## src/rtl/yacht_pkg.sv

```systemverilog
// yacht_pkg: shared dice count, turn limits and roll-controller state encoding
package yacht_pkg;
  localparam int NUM_DICE = 5;
  localparam int MAX_ROLLS = 3;
  localparam logic [1:0] S_IDLE = 2'd0;
  localparam logic [1:0] S_READY = 2'd1;
  localparam logic [1:0] S_ROLL = 2'd2;
  localparam logic [1:0] S_DONE = 2'd3;
endpackage

```

## src/rtl/btn_debounce.sv

```systemverilog
// btn_debounce: synchronise a raw button, accept level changes stable for DEBOUNCE_CYC cycles, pulse on press
module btn_debounce #(
  parameter int DEBOUNCE_CYC = 500_000
) (
  input  logic clk,
  input  logic reset_n,
  input  logic btn,
  output logic level,
  output logic press
);
  localparam int CW = $clog2(DEBOUNCE_CYC + 1);
  logic s1, s2;
  logic [CW-1:0] cnt;
  logic hit;
  assign hit = (s2 != level) && (cnt == CW'(DEBOUNCE_CYC - 1));
  // sync chain, mismatch counter, accepted level and registered rising-edge pulse
  always_ff @(posedge clk or negedge reset_n) begin
    if (!reset_n) begin
      s1 <= 1'b0;
      s2 <= 1'b0;
      cnt <= '0;
      level <= 1'b0;
      press <= 1'b0;
    end else begin
      s1 <= btn;
      s2 <= s1;
      cnt <= (s2 == level || hit) ? '0 : cnt + 1'b1;
      level <= hit ? s2 : level;
      press <= hit && s2;
    end
  end
endmodule

```

## src/rtl/yacht_roll_ctrl.sv

```systemverilog
// yacht_roll_ctrl: debounced roll button plus turn FSM driving roll_en and hold_mask into the dice manager
module yacht_roll_ctrl
  import yacht_pkg::*;
#(
  parameter int DEBOUNCE_CYC = 500_000,
  parameter int ROLL_CYC = 12_500_000,
  parameter int MAX_ROLLS = yacht_pkg::MAX_ROLLS
) (
  input  logic                clk,
  input  logic                reset_n,
  input  logic                roll_btn,
  input  logic [NUM_DICE-1:0] hold_sw,
  input  logic                turn_start,
  input  logic                commit,
  output logic                roll_en,
  output logic [NUM_DICE-1:0] hold_mask,
  output logic [1:0]          roll_cnt,
  output logic                can_roll,
  output logic                roll_done,
  output logic                turn_over
);
  localparam int TW = (ROLL_CYC > 1) ? $clog2(ROLL_CYC) : 1;
  logic [1:0] state;
  logic [TW-1:0] timer;
  logic press;
  logic btn_level;
  logic [1:0] cnt_inc;
  btn_debounce #(.DEBOUNCE_CYC(DEBOUNCE_CYC)) u_deb (
    .clk(clk),
    .reset_n(reset_n),
    .btn(roll_btn),
    .level(btn_level),
    .press(press)
  );
  // a full hold after the first roll would be a wasted roll, so it is refused
  assign can_roll = (state == S_READY) && !(roll_cnt != 2'd0 && &hold_sw);
  assign cnt_inc = (roll_cnt == 2'(MAX_ROLLS)) ? roll_cnt : roll_cnt + 2'd1;
  // turn FSM: accept rolls, time the spin, count rolls, end the turn
  always_ff @(posedge clk or negedge reset_n) begin
    if (!reset_n) begin
      state <= S_IDLE;
      timer <= '0;
      roll_en <= 1'b0;
      hold_mask <= '0;
      roll_cnt <= 2'd0;
      roll_done <= 1'b0;
      turn_over <= 1'b0;
    end else begin
      roll_done <= 1'b0;
      case (state)
        S_IDLE: if (turn_start) begin
          state <= S_READY;
          roll_cnt <= 2'd0;
        end
        S_READY: if (commit && roll_cnt != 2'd0) begin
          state <= S_DONE;
          turn_over <= 1'b1;
        end else if (press && can_roll) begin
          state <= S_ROLL;
          roll_en <= 1'b1;
          timer <= '0;
          hold_mask <= (roll_cnt == 2'd0) ? '0 : hold_sw;
        end
        S_ROLL: if (timer == TW'(ROLL_CYC - 1)) begin
          roll_en <= 1'b0;
          roll_done <= 1'b1;
          roll_cnt <= cnt_inc;
          state <= (cnt_inc == 2'(MAX_ROLLS)) ? S_DONE : S_READY;
          turn_over <= (cnt_inc == 2'(MAX_ROLLS));
        end else begin
          timer <= timer + 1'b1;
        end
        S_DONE: if (turn_start) begin
          state <= S_READY;
          roll_cnt <= 2'd0;
          hold_mask <= '0;
          turn_over <= 1'b0;
        end
        default: state <= S_IDLE;
      endcase
    end
  end
endmodule
```

## config.mk

```make
export PLATFORM = sky130hd
export DESIGN_NAME = yacht_roll_ctrl
export DESIGN_NICKNAME = d
export VERILOG_FILES = /design/src/rtl/yacht_pkg.sv /design/src/rtl/btn_debounce.sv /design/src/rtl/yacht_roll_ctrl.sv
export SDC_FILE = /design/constraint.sdc
export NUM_CORES = 1
export LEC_CHECK = 0
export BUFFER_PORTS_ARGS = -buffer_cell sky130_fd_sc_hd__buf_2
export CORE_ASPECT_RATIO = 0.9
export CORE_MARGIN = 10
export CORE_UTILIZATION = 45
export CTS_CLUSTER_SIZE = 28
export DETAILED_ROUTE_END_ITERATION = 16
export SLEW_MARGIN = 0
export SYNTH_ARGS = -nofsm -noshare
export SYNTH_HDL_FRONTEND = slang
export SYNTH_SLANG_ARGS = --single-unit
```

## constraint.sdc

```tcl
create_clock -name clk -period 2.7 [get_ports clk]
set_clock_uncertainty 0.2 [all_clocks]
set_input_delay 0.54 -clock clk [delete_from_list [all_inputs] [get_ports clk]]
set_output_delay 0.54 -clock clk [all_outputs]
set_load 0.05 [all_outputs]
```

* Word-level counts from Yosys, hierarchy flattened *
Cells that the tools add are included.

cells by class
  $add $sub $neg = 3
  multipliers = 0
  div/mod/pow operators = 0
  magnitude comparators = 0
  equal/unequal tests = 17
  shift-type cells = 0
  mux-type cells = 30
  bitwise operators = 0
  reduce and logical (&&, ||, !) cells = 23

operator list
  kind                                                                     count
  24-bit 2-to-1 mux                                                        3
  24-bit case mux with 2 select lines                                      1
  24-bit by 1-bit adder with 24-bit output, second input constant          1
  24-bit equality test, second input constant                              1
  5-bit 2-to-1 mux                                                         4
  19-bit by 1-bit adder with 19-bit output, second input constant          1
  19-bit equality test, second input constant                              1
  19-bit 2-to-1 mux                                                        1
  2-bit 2-to-1 mux                                                         8
  4-bit AND reduction                                                      4
  5-bit case mux with 2 select lines                                       1
  2-bit equality test, second input constant                               4
  1-bit 2-to-1 mux                                                         8
  2-bit inequality test, second input constant                             4
  2-bit nonzero test                                                       4
  1-bit logical AND                                                        6
  2-bit by 1-bit inequality test with 1-bit output, second input constant  3
  2-bit case mux with 3 select lines                                       1
  3-bit AND reduction                                                      2
  5-bit AND reduction                                                      1
  2-bit logical NOT                                                        2
  2-bit case mux with 2 select lines                                       1
  3-bit by 1-bit inequality test with 1-bit output, second input constant  1
  1-bit case mux with 3 select lines                                       1
  9 further kinds                                                          9

word-level totals
  register bits after elaboration = 59
  latch bits = 0
  bits in writable memories = 0
  bits in read-only memories = 0
  input port bits = 10
  output and inout bits = 11
  word-level logic and storage cells = 85
  memories = 0

* Longest topological paths before layout *
  word-level depth = 8
  mapped depth = 10
  gate-level depth less buffers = 7

* Cells and area by module *
A second synthesis with hierarchy kept.

unflattened totals
  cells, all modules = 357
  area total of the unflattened synthesis = 3438.3 um2

by module, submodules not included
  module           times used  cells an instance  area an instance (um2)  seq. area each (um2)
  yacht_roll_ctrl  1           252                2314.7                  900.9
  btn_debounce     1           105                1123.6                  575.6

* Least setup slack after synthesis *
OpenSTA, ideal clock, no wires.

  kind = reg-to-output
  start point = register roll_cnt[1]
  end point = output port can_roll
  arrival time = 1.591 ns
  required time = 1.960 ns
  path slack = 0.369 ns
  cell stages (with the launch flop) = 4
  buffers on the path = 0
  cell sequence = dfrtp_1 > o211ai_2 > nor2_1 > nor2_1

on the way
  cells in the longest elaborated chain, start to end = 4

RTL lines
  what                      line                   RTL
  start: declaration        yacht_roll_ctrl.sv:17  output logic [1:0] roll_cnt,
  start signal: assignment  yacht_roll_ctrl.sv:67  roll_cnt <= cnt_inc;
  2-bit nonzero test        yacht_roll_ctrl.sv:36  assign can_roll = (state == S_READY) && !(roll_cnt != 2'd0 && &hold_sw);
  1-bit logical AND         yacht_roll_ctrl.sv:36
  1-bit logical NOT         yacht_roll_ctrl.sv:36
  1-bit logical AND         yacht_roll_ctrl.sv:36
  end: declaration          yacht_roll_ctrl.sv:18  output logic can_roll,

No other way between the ends.

* Final worst setup path *
  start point = register timer[0]
  end point = register timer[5]

on the way
  cells in the longest elaborated chain, start to end = 3
  elaborated cells between the ends (all ways) = 6
  those cells by class = add/sub: 1; eq/ne: 2; mux: 2; reduce/logical: 1

RTL lines
  what                                                                              line                                          RTL
  start: declaration                                                                yacht_roll_ctrl.sv:24                         logic [TW-1:0] timer;
  start signal: assignment                                                          yacht_roll_ctrl.sv:71                         timer <= timer + 1'b1;
  24-bit by 1-bit adder with 24-bit output or 24-bit equality test (tied branches)  yacht_roll_ctrl.sv:71, yacht_roll_ctrl.sv:64
  24-bit 2-to-1 mux or 2-bit inequality test (tied branches)                        n/a
  24-bit case mux with 2 select lines or 4-bit AND reduction (tied branches)        n/a

Parallel ways exist; a longest one is shown, timed or not. The select of a mux whose other input is x is not followed.
A chain may end at the register's enable or synchronous reset.

==> results.cfg <==
[die]
fp.dieH_um = 100
start_util_pct = 45.9
io_pins = 21
dieArea_mm2 = 0.0109
num_rows = 29
core_area_mm2 = 0.00697
die_w_um = 109

[logic_synthesis]
yosys_most_used_dff = dfrtp_1
async_flop_share_pct = 100
synth.avg_cell_area_um2 = 9.11
synth_nets = 367
synth_edf_count = 0
ys_seq_area_share_pct = 46.2
synth_cells = 351
syn_area_mm2 = 0.00320
yosysUniqueCellTypes = 50
synth_common_cells = dfrtp_1 (59), nor2_1 (39), nand3_1 (37), nand2_1 (34), inv_1 (15)
ys_warn_count = 0
yosysTopAreaCellShare_pct = 46.2
ys_ff_latch = 59
synth.area.top_cells = dfrtp_1 (46%), nand3_1 (5.8%), nor2_1 (4.6%)
synth_area_leader_cell = dfrtp_1
yosysMostFrequentCell = dfrtp_1

[worst_setup_path]
critPathKind = reg -> reg
arrival_ps = 2550
cp-start-kind = flop
crit_fanout = 10
cp_cell_sequence = ha_1 > and4_4 > and4_1 > a221o_2 > buf_4 > or3_1 > nand3_1
cpMaxStageDelayCell = a221o_2
critPathBufInv = 1
path_delay_family = simple AND/OR/NAND/NOR gates
r2r-end = timer[5]$_DFFE_PN0P_
slowest_delay_ps = 460
r2r_slack_ps = 210
r2r_cells = 7
end_kind = flop
rr_startpoint = timer[0]$_DFFE_PN0P_
crit_start = timer[0]$_DFFE_PN0P_
required_ps = 2760

[pwr]
power.density_mw_per_mm2 = 459
ir_worst_vdd_mv = 0.243
leakage_nw = 1.56

[cts]
worstSkewPairLatency_ps = 330
clock_sinks = 59
root_buffer = clkbuf_8
cts_hold_buf = 0
cts_tree = built
cts_buffers = 9
post_cts_resize_count = 0
path_clk_slew_ps = 70
cts_buffer_depth = 2
htreeDepth = 3
post_cts_buffers = 0

[grt]
overflow = 0
grt_usage_pct = 13.5
grt_pass1_wl_um = 11900
grt_pass1_vias = 2439
grt_max_degree = 60
antenna_found_initial = 0

[routing]
drt-initial-drc-count = 137
remaining_drc_errors = 0
via_count = 2674
drtAntennaViolNets = 0
detail_route.first_pass.iterations = 4
drt_wl_total_um = 6830
drt-wirelength-per-cell_um = 14.3
viasPerCell = 5.59

[finish]
design_area_mm2 = 0.00364
fill_cells = 660
n_antenna_cell = 0
nNetsFinal = 396
area_growth_pct = 13.8
drive_above_1_share_pct = 15.1

[timing]
period_share_pct = 92.2
max_freq_mhz = 402
layout_min_cycle_time_ps = 2490
report.final.setup_viol = 0
relSlewSlack_pct = 59.3
rsz0062_at_grt = false
slew_violations = 0
hold_violations = 0
whs_ps = 4.64
tns_ps = 0
tightest_slew_ps = 605

[worst_hold_path]
hold_class = in -> async

[placement]
gp_congestion = 0.831
dpl_cell_area_mm2 = 0.00346
port_buffers = 20
post-dp-hpwl_um = 4770

[job]
cap_violations = 0

[run_status]
status = complete, no violations
## kinds of logic (layout without fill, tap and decap cells)
| family | Yosys count | in the layout | share of synthesized area (%) |
|---|---|---|---|
| AND/OR/NAND/NOR | 176 | 176 | 28.0 |
| buffers and inverters | 31 | 65 | 4.30 |
| XOR/XNOR | 18 | 18 | 4.93 |
| AO/OA/AOI/OAI | 55 | 55 | 12.3 |
| flip-flops | 59 | 59 | 46.2 |
| multiplexers | 6 | 6 | 1.92 |
| adder cells (fa/ha/maj) | 6 | 6 | 2.35 |
## placed cells by master (no fill, tap or decap), types with 4 or more instances in the layout
cell type  netlist  layout
nor3b_1          4       4
and4_1           4       4
nand3_1         37      37
ha_1             6       6
o311ai_0         4       4
xor2_1           6       6
nor3_1          13      13
xnor2_1         12      12
or3_1            8       8
buf_4            0      13
nor2_1          39      39
clkbuf_8         0      11
a22o_1           7       7
a21oi_1         11      11
mux2i_1          5       5
nand4_1         10      10
or4_1            4       4
inv_1           15      15
dfrtp_1         59      59
o211ai_1         5       5
nand2_1         34      34
o21ai_0         10      10
nor4_1           4       4
and3_1           5       5
buf_2            9      20
## layout make-up
class / count / area [um2] / share of cell area (%)
inverters: 15 / 56.3 / 1.55
clock inverters: 4 / 25.0 / 0.688
multi-input cells: 261 / 1590 / 43.7
well taps: 93 / 116 / 3.20
flip-flops and latches: 59 / 1480 / 40.6
clock buffers: 12 / 155 / 4.26
repair buffers: 34 / 218 / 5.98
## routing by layer
| layer | up-vias | wire, um | global-route usage [%] |
|---|---|---|---|
| li1 | 1330 | - | - |
| met1 | 1295 | 3530 | 19.5 |
| met2 | 45 | 2910 | 18.4 |
| met3 | 4 | 340 | 3.97 |
| met4 | 0 | 57 | 5.17 |
| met5 | - | 0 | 0 |
## worst max path at each step
stage | to | depth (start not counted)
after global routing | timer[12]$_DFFE_PN0P_ | 7
after CTS | timer[3]$_DFFE_PN0P_ | 7
after floorplan | can_roll | 3
final | timer[5]$_DFFE_PN0P_ | 7
after detailed placement | timer[7]$_DFFE_PN0P_ | 7
after global placement | timer[7]$_DFFE_PN0P_ | 7
## through the flow
step / cells / worst slack, ps / power, mW / utilization (%)
after CTS: 478 / 192 / 1.70 / 52.2
after floorplan: 351 / 369 / 0.930 / -
final: 478 / 210 / 1.67 / 52.2
after global placement: 462 / 212 / 0.964 / 49.6
after global routing: 478 / 56.1 / 1.74 / 52.2
after detailed placement: 462 / 207 / 0.964 / 49.6
## registers in the layout (all words and copies together) (netlist names), 2 cells and up
register,count
hold_mask,5
state,2
timer,24
roll_cnt,2
u_deb.cnt,19
## where the power goes
part           internal (mW)  switching [mW]  total [mW]
clock                  0.380           0.346       0.726
combinational         0.0152          0.0334      0.0485
sequential             0.890         0.00661       0.896
Note: power is estimated with default switching activity, not from simulation.
